File: src/rtl/bin2bcd_seq.sv
// bin2bcd_seq: sequential shift-and-add-3 binary-to-BCD converter, one input bit per clock.
// Optional LEADING_ZERO_BLANK_EN adds a registered leading-zero blanking mask (blank_o).
module bin2bcd_seq #(
  parameter int BIN_W  = 10,
  parameter int DIGITS = 4
) (
  input  logic                  clk,
  input  logic                  rst_n,
  input  logic                  start_i,
  input  logic [BIN_W-1:0]      bin_i,
  output logic                  ready_o,
  output logic                  done_o,
  output logic [4*DIGITS-1:0]   bcd_o,
  output logic                  overflow_o
`ifdef LEADING_ZERO_BLANK_EN
  ,
  output logic [DIGITS-1:0]     blank_o
`endif
);
  localparam int BW = 4 * DIGITS;
  localparam int CW = $clog2(BIN_W + 1);
  localparam logic [1:0] S_IDLE = 2'd0;
  localparam logic [1:0] S_CONV = 2'd1;
  localparam logic [1:0] S_DONE = 2'd2;
  logic [1:0]       state_q, state_d;
  logic [BIN_W-1:0] shift_q, shift_d;
  logic [BW-1:0]    scratch_q, scratch_d;
  logic [CW-1:0]    cnt_q, cnt_d;
  logic             sticky_q, sticky_d;
  logic [BW-1:0]    bcd_q, bcd_d;
  logic             ovf_q, ovf_d;
  logic [BW-1:0]    adj;
  logic [BW-1:0]    shifted;
  logic             last;
  // Digits are adjusted independently; a digit's +3 never carries into its neighbour.
  always_comb begin
    adj = scratch_q;
    for (int k = 0; k < DIGITS; k++)
      adj[4*k +: 4] = (scratch_q[4*k +: 4] >= 4'd5) ? scratch_q[4*k +: 4] + 4'd3 : scratch_q[4*k +: 4];
  end
  assign shifted = {adj[BW-2:0], shift_q[BIN_W-1]};
  assign last    = cnt_q == CW'(BIN_W - 1);
  always_comb begin
    state_d   = state_q;
    shift_d   = shift_q;
    scratch_d = scratch_q;
    cnt_d     = cnt_q;
    sticky_d  = sticky_q;
    bcd_d     = bcd_q;
    ovf_d     = ovf_q;
    if (state_q == S_IDLE) begin
      if (start_i) begin
        state_d   = S_CONV;
        shift_d   = bin_i;
        scratch_d = '0;
        cnt_d     = '0;
        sticky_d  = 1'b0;
      end
    end else if (state_q == S_CONV) begin
      scratch_d = shifted;
      shift_d   = shift_q << 1;
      sticky_d  = sticky_q | adj[BW-1];
      cnt_d     = cnt_q + CW'(1);
      if (last) begin
        state_d = S_DONE;
        bcd_d   = shifted;
        ovf_d   = sticky_q | adj[BW-1];
      end
    end else begin
      state_d = S_IDLE;
    end
  end
  always_ff @(posedge clk or negedge rst_n) begin
    if (!rst_n) begin
      state_q   <= S_IDLE;
      shift_q   <= '0;
      scratch_q <= '0;
      cnt_q     <= '0;
      sticky_q  <= 1'b0;
      bcd_q     <= '0;
      ovf_q     <= 1'b0;
    end else begin
      state_q   <= state_d;
      shift_q   <= shift_d;
      scratch_q <= scratch_d;
      cnt_q     <= cnt_d;
      sticky_q  <= sticky_d;
      bcd_q     <= bcd_d;
      ovf_q     <= ovf_d;
    end
  end
  assign ready_o    = state_q == S_IDLE;
  assign done_o     = state_q == S_DONE;
  assign bcd_o      = bcd_q;
  assign overflow_o = ovf_q;
`ifdef LEADING_ZERO_BLANK_EN
  logic [DIGITS-1:0] blank_q, blank_n;
  logic              zero_run;
  // Digit 0 is never blanked so a zero result still shows one "0".
  always_comb begin
    blank_n  = '0;
    zero_run = 1'b1;
    for (int k = DIGITS - 1; k >= 1; k--) begin
      zero_run   = zero_run & (shifted[4*k +: 4] == 4'd0);
      blank_n[k] = zero_run;
    end
  end
  always_ff @(posedge clk or negedge rst_n) begin
    if (!rst_n)
      blank_q <= ~DIGITS'(1);
    else if (state_q == S_CONV && last)
      blank_q <= blank_n;
  end
  assign blank_o = blank_q;
`endif
endmodule
File: config.mk
export PLATFORM = sky130hd
export DESIGN_NAME = bin2bcd_seq
export DESIGN_NICKNAME = d
export VERILOG_FILES = /design/src/rtl/bin2bcd_seq.sv
export SDC_FILE = /design/constraint.sdc
export NUM_CORES = 1
export LEC_CHECK = 0
export CORE_ASPECT_RATIO = 1.1
export CORE_MARGIN = 10
export CORE_UTILIZATION = 55
export DETAILED_ROUTE_END_ITERATION = 8
export GPL_ROUTABILITY_DRIVEN = 1
export PLACE_DENSITY = 0.79
export SYNTH_ARGS = -nofsm -noshare
export SYNTH_HDL_FRONTEND = slang
export SYNTH_SLANG_ARGS = --single-unit
File: constraint.sdc
create_clock -name clk -period 2.3 [get_ports clk]
set_clock_uncertainty 0.2 [all_clocks]
set_input_delay 0.23 -clock clk [delete_from_list [all_inputs] [get_ports clk]]
set_output_delay 0.23 -clock clk [all_outputs]
set_load 0.01 [all_outputs]
Word level (Yosys, flattened, before mapping). Index checks and enable logic that the tools add are counted.

Flip-flop bits (word level): 50. Input port bits: 13. Output and inout bits: 19. Word-level logic and storage cells: 48.

Add/sub/neg operators: 5. $lt $le $gt $ge: 4. Equality and inequality tests: 5. Muxes and demuxes: 20. Bitwise operators: 2. Reductions and logical operators: 5.

Operators with widths (count): two-way mux 16 bit (3); two-way mux 10 bit (3); two-way mux 4 bit (7); adder 4 x 2 -> 4 bit (second input constant) (4); >= comparator 4 x 3 -> 1 bit (second input constant) (4); two-way mux 2 bit (4); adder 4 x 1 -> 4 bit (second input constant) (1); equality test 4 bit (second input constant) (1); AND reduction 2 bit (2); two-way mux 1 bit (3); != test 3 bit (second input constant) (1); AND reduction 3 bit (1); equality test 2 x 1 -> 1 bit (second input constant) (1); equality test 2 bit (second input constant) (1); zero test 2 bit (1); != test 2 bit (second input constant) (1); nonzero test 2 bit (1); NOT 1 bit (1); bitwise OR 1 bit (1).

Logic depth before layout (Yosys ltp).
Depth in word-level cells: 5. Depth in mapped cells: 7. Mapped depth without buffers: 6.

Worst setup path before layout. Ideal clock, no wire load.

Path kind: register to register. Start point: reg state_q[1]. End point: reg bcd_q[10], in the netlist bcd_o[10]. Setup time: 125 ps. Data arrival time: 1444 ps. Required time: 1975 ps. Slack: 531 ps. Cell stages (with the launch flop): 6. Buffers on the path: 2. Period minus slack after synthesis: 1769 ps. Cells stage by stage: dfrtp_1 > buf_6 > nand2b_4 > nor3_4 > buf_8 > mux2_4.

Cells in the longest elaborated chain, start to end: 3.

Ends and longest elaborated chain: from (decl) (RTL line 25) `logic [1:0] state_q, state_d;`; from (signal assigned) (RTL line 83) `state_q <= state_d;`; zero test 2 bit (RTL line 51) `if (state_q == S_IDLE) begin`; NOT 1 bit (no line); AND reduction 3 bit (no line) *; to (signal assigned) (RTL line 80) `bcd_q <= '0;`; to (signal assigned) (RTL line 88) `bcd_q <= bcd_d;`; to (decl) (RTL line 30) `logic [BW-1:0] bcd_q, bcd_d;`.

Mark *: on every way between the ends. The rest lies on a longest branch, timed or not. A chain may end at the register's enable or synchronous reset.

Worst setup path in the final report.
Start point: reg state_q[0]. End point: out ready_o.

Cells in the longest elaborated chain, start to end: 1.

Ends and longest elaborated chain: zero test 2 bit (RTL line 92) `assign ready_o = state_q == S_IDLE;`; to (decl) (RTL line 11) `output logic ready_o,`.

No other way between the ends.

==> flow_summary_export.csv <==
group,metric,value,unit
status,status,"completed",
cells_and_area,syn_to_final_growth,19.4,%
worst_setup_path,crit_fanout,26,
cells_and_area,final_util,0.686,
logic_synthesis,ys_async_sr_fraction,1.00,
grt,antenna_found_initial,0,
drt,wirelength,4780,um
drt,drt_iter0_drc,100,
clock_tree,clk_pin_slew,90,ps
worst_setup_path,ff2ff_setup_slack,440,ps
logic_synthesis,synthTopCellsByCount,"dfrtp_1 (50), o21ai_0 (30), nand2_1 (22)",
logic_synthesis,synth_seq_cells,50,
floorplanning,fp.coreArea,4320,um^2
clock_tree,root_buffer,"clkbuf_8",
logic_synthesis,synth_top_area_frac,0.505,
floorplanning,fp.dieW,84.0,um
drt,drc,0,
grt,grt_pass1_wl,8390,um
drt,drtAntennaViolNets,0,
place,dp_cells,315,
power_and_ir_drop,power,4.20,mW
clock_tree,cts_resized,0,
drt,vias_per_cell,5.49,
floorplanning,chipHeight,90.4,um
logic_synthesis,synth_cell_types,30,
grt,grt_pass1_vias,1784,
worst_setup_path,cp-end-kind,"primary output",
logic_synthesis,yosysMostFrequentCell,"dfrtp_1",
floorplanning,io_pins,32,
sta,period_share,0.887,
logic_synthesis,ys_seq_area_frac,0.505,
worst_setup_path,path_cells,"buf_4, nor2_1, clkdlybuf4s50_1",
logic_synthesis,netlist_instances,235,
cells_and_area,n_antenna_cell,0,
clock_tree,htreeDepth,2,
logic_synthesis,avgSynthCellArea,10.6,um^2
power_and_ir_drop,power_density,1420,nW/um^2
cells_and_area,instances_no_fill,324,
cells_and_area,drive_gt1_frac,0.133,
floorplanning,start_util,0.574,
worst_setup_path,worst_r2r_path_depth,6,
cells_and_area,nets,292,
grt,track_usage,0.129,
grt,grt_start_max_net_pins,27,
drt,dr_total_vias,1780,
power_and_ir_drop,irDropWorstVdd,0.665,mV
drt,first_pass_iters,4,
worst_setup_path,cp.required,1870,ps
worst_setup_path,critPathMaxStageDelay,560,ps
worst_setup_path,r2r-end,"bcd_o[5]",
sta,fin_tns_setup,0,ps
clock_tree,post_cts_buffers,0,
sta,drv_slew,0,
run,maxCapViolations,0,
place,gp_congestion,0.751,
logic_synthesis,synth.area.top_cells,"dfrtp_1 (50%), o21ai_0 (6.1%), ha_1 (5.0%), a21oi_1 (4.0%), nor3b_1 (3.9%)",
sta,setup_viol,0,
grt,grt_overflow,0,
logic_synthesis,synth_enable_flop_cells,0,
clock_tree,clk_latency,300,ps
sta,rsz0062_at_grt,"false",
worst_setup_path,rr_startpoint,"cnt_q[1]",
logic_synthesis,mappedNetlistNets,258,
worst_setup_path,cp-start-kind,"register",
logic_synthesis,synth_flop_cell,"dfrtp_1",
drt,wl_per_cell,14.7,um
floorplanning,num_rows,25,
sta,slew_headroom,0.613,
worst_setup_path,crit_arrival,1610,ps
worst_setup_path,critPathKind,"reg2out",
logic_synthesis,yosys.area.top_type,"dfrtp_1",
clock_tree,cts_tree,"built",
worst_setup_path,critPathSlowestCell,"clkdlybuf4s50_1",
sta,fmax,490,MHz
floorplanning,die_area,7600,um^2
sta,period_minus_slack,2040,ps
hold_path,hold_path_class,"in2async",
logic_synthesis,yosysWarnings,0,
place,port_buffers,31,
clock_tree,cts_buffers,5,
sta,worst_pin_slew,581,ps
place,place_hpwl,3470,um
sta,hold_violations,0,
clock_tree,cts.sinks,50,
power_and_ir_drop,leakagePower,1.28,nW
logic_synthesis,syn_area,2480,um^2
clock_tree,cts_buffer_depth,2,
==> sequential cells by signal, summed over array words and instances, names as in the netlist <==
| register | cells |
|---|---|
| shift_q | 10 |
| overflow_o | 1 |
| state_q | 2 |
| bcd_o | 16 |
| scratch_q | 16 |
| cnt_q | 4 |
| sticky_q | 1 |
==> cell type report <==
cell class	count	area [um^2]
well taps	54	67.6
repair buffers	39	393
flip-flops and latches	50	1250
clock buffers	7	86.3
clock inverters	1	5.00
multi-input cells	161	1110
fillers	344	1360
inverters	12	45.0
==> routing by layer <==
layer  global-route usage  wire length, um  vias to the layer above
met2                0.216             2310                       35
met3               0.0415              285                        5
met5                    0                0                        -
met4               0.0363               47                        0
li1                     -                -                      889
met1                0.154             2140                      851
==> critical path: cells and delay by family, from the launching register on <==
kind | cells | cell delay, ps
flip-flops | 1 | 420
AND/OR/NAND/NOR | 1 | 110
buffers and inverters | 2 | 790
==> how the worst max path moves through the flow <==
stage | from | end | slack, ps | depth (start not counted)
after floorplan | state_q[1] | bcd_o[10] | 530 | 5
after global placement | cnt_q[1] | bcd_o[6] | 500 | 6
after detailed placement | cnt_q[1] | bcd_o[5] | 430 | 6
after CTS | state_q[0] | ready_o | 240 | 3
after global routing | state_q[0] | ready_o | 190 | 3
final | state_q[0] | ready_o | 260 | 3
==> cell families after synthesis <==
logic type / Yosys count / synth area share
adders and majority gates: 10 / 0.0505
buffers and inverters: 24 / 0.0484
DFF: 50 / 0.505
muxes: 13 / 0.0616
and+or+nand+nor: 64 / 0.143
xor gates and xnor gates: 4 / 0.0141
AOI/OAI and AO/OA: 70 / 0.178
==> cells in the final DEF, fill, tap and decap left out <==
master	synthesis	layout
a21o_1	2	2
a21oi_1	20	20
a22o_1	11	11
a31oi_2	5	5
a41oi_1	1	1
and2b_1	1	1
buf_12	0	2
buf_2	0	1
buf_4	1	5
clkbuf_1	8	1
clkbuf_8	0	6
clkdlybuf4s50_1	0	30
clkinv_1	1	1
clkinv_2	0	1
dfrtp_1	50	50
dlygate4sd3_1	0	1
ha_1	10	10
inv_1	11	11
mux2_2	6	6
mux2_4	3	3
mux2i_1	4	4
nand2_1	22	22
nand2b_1	4	4
nand2b_4	1	1
nand3_1	1	1
nor2_1	11	11
nor2b_1	1	1
nor3_1	5	5
nor3_4	1	1
nor3b_1	13	13
o21ai_0	30	30
o21bai_2	0	1
or3b_2	4	4
xnor2_1	4	4
==> where the power goes <==
part	internal (mW)	switching [mW]	leakage, nW	total (mW)
logic	1.05	1.01	0.612	2.06
registers	1.29	0.321	0.622	1.61
clock network	0.243	0.279	0.0482	0.523
==> through the flow <==
step / instance area [um^2] / worst slack [ps] / hold WS [ps]
5_1_grt: 2960 / 187 / 281
4_1_cts: 2960 / 239 / 257
6_report: 2960 / 260 / 244
2_1_floorplan: 2480 / 531 / -266
3_3_place_gp: 2860 / 495 / 60.1
3_5_place_dp: 2860 / 432 / 56.6
==> repair_timing <==
item                                    4_1_cts  5_1_grt
hold buffers                                  1        0
endpoints found under the hold margin        24        0
endpoints found under the setup margin        0        0
Note: power is estimated with default switching activity, not from simulation.
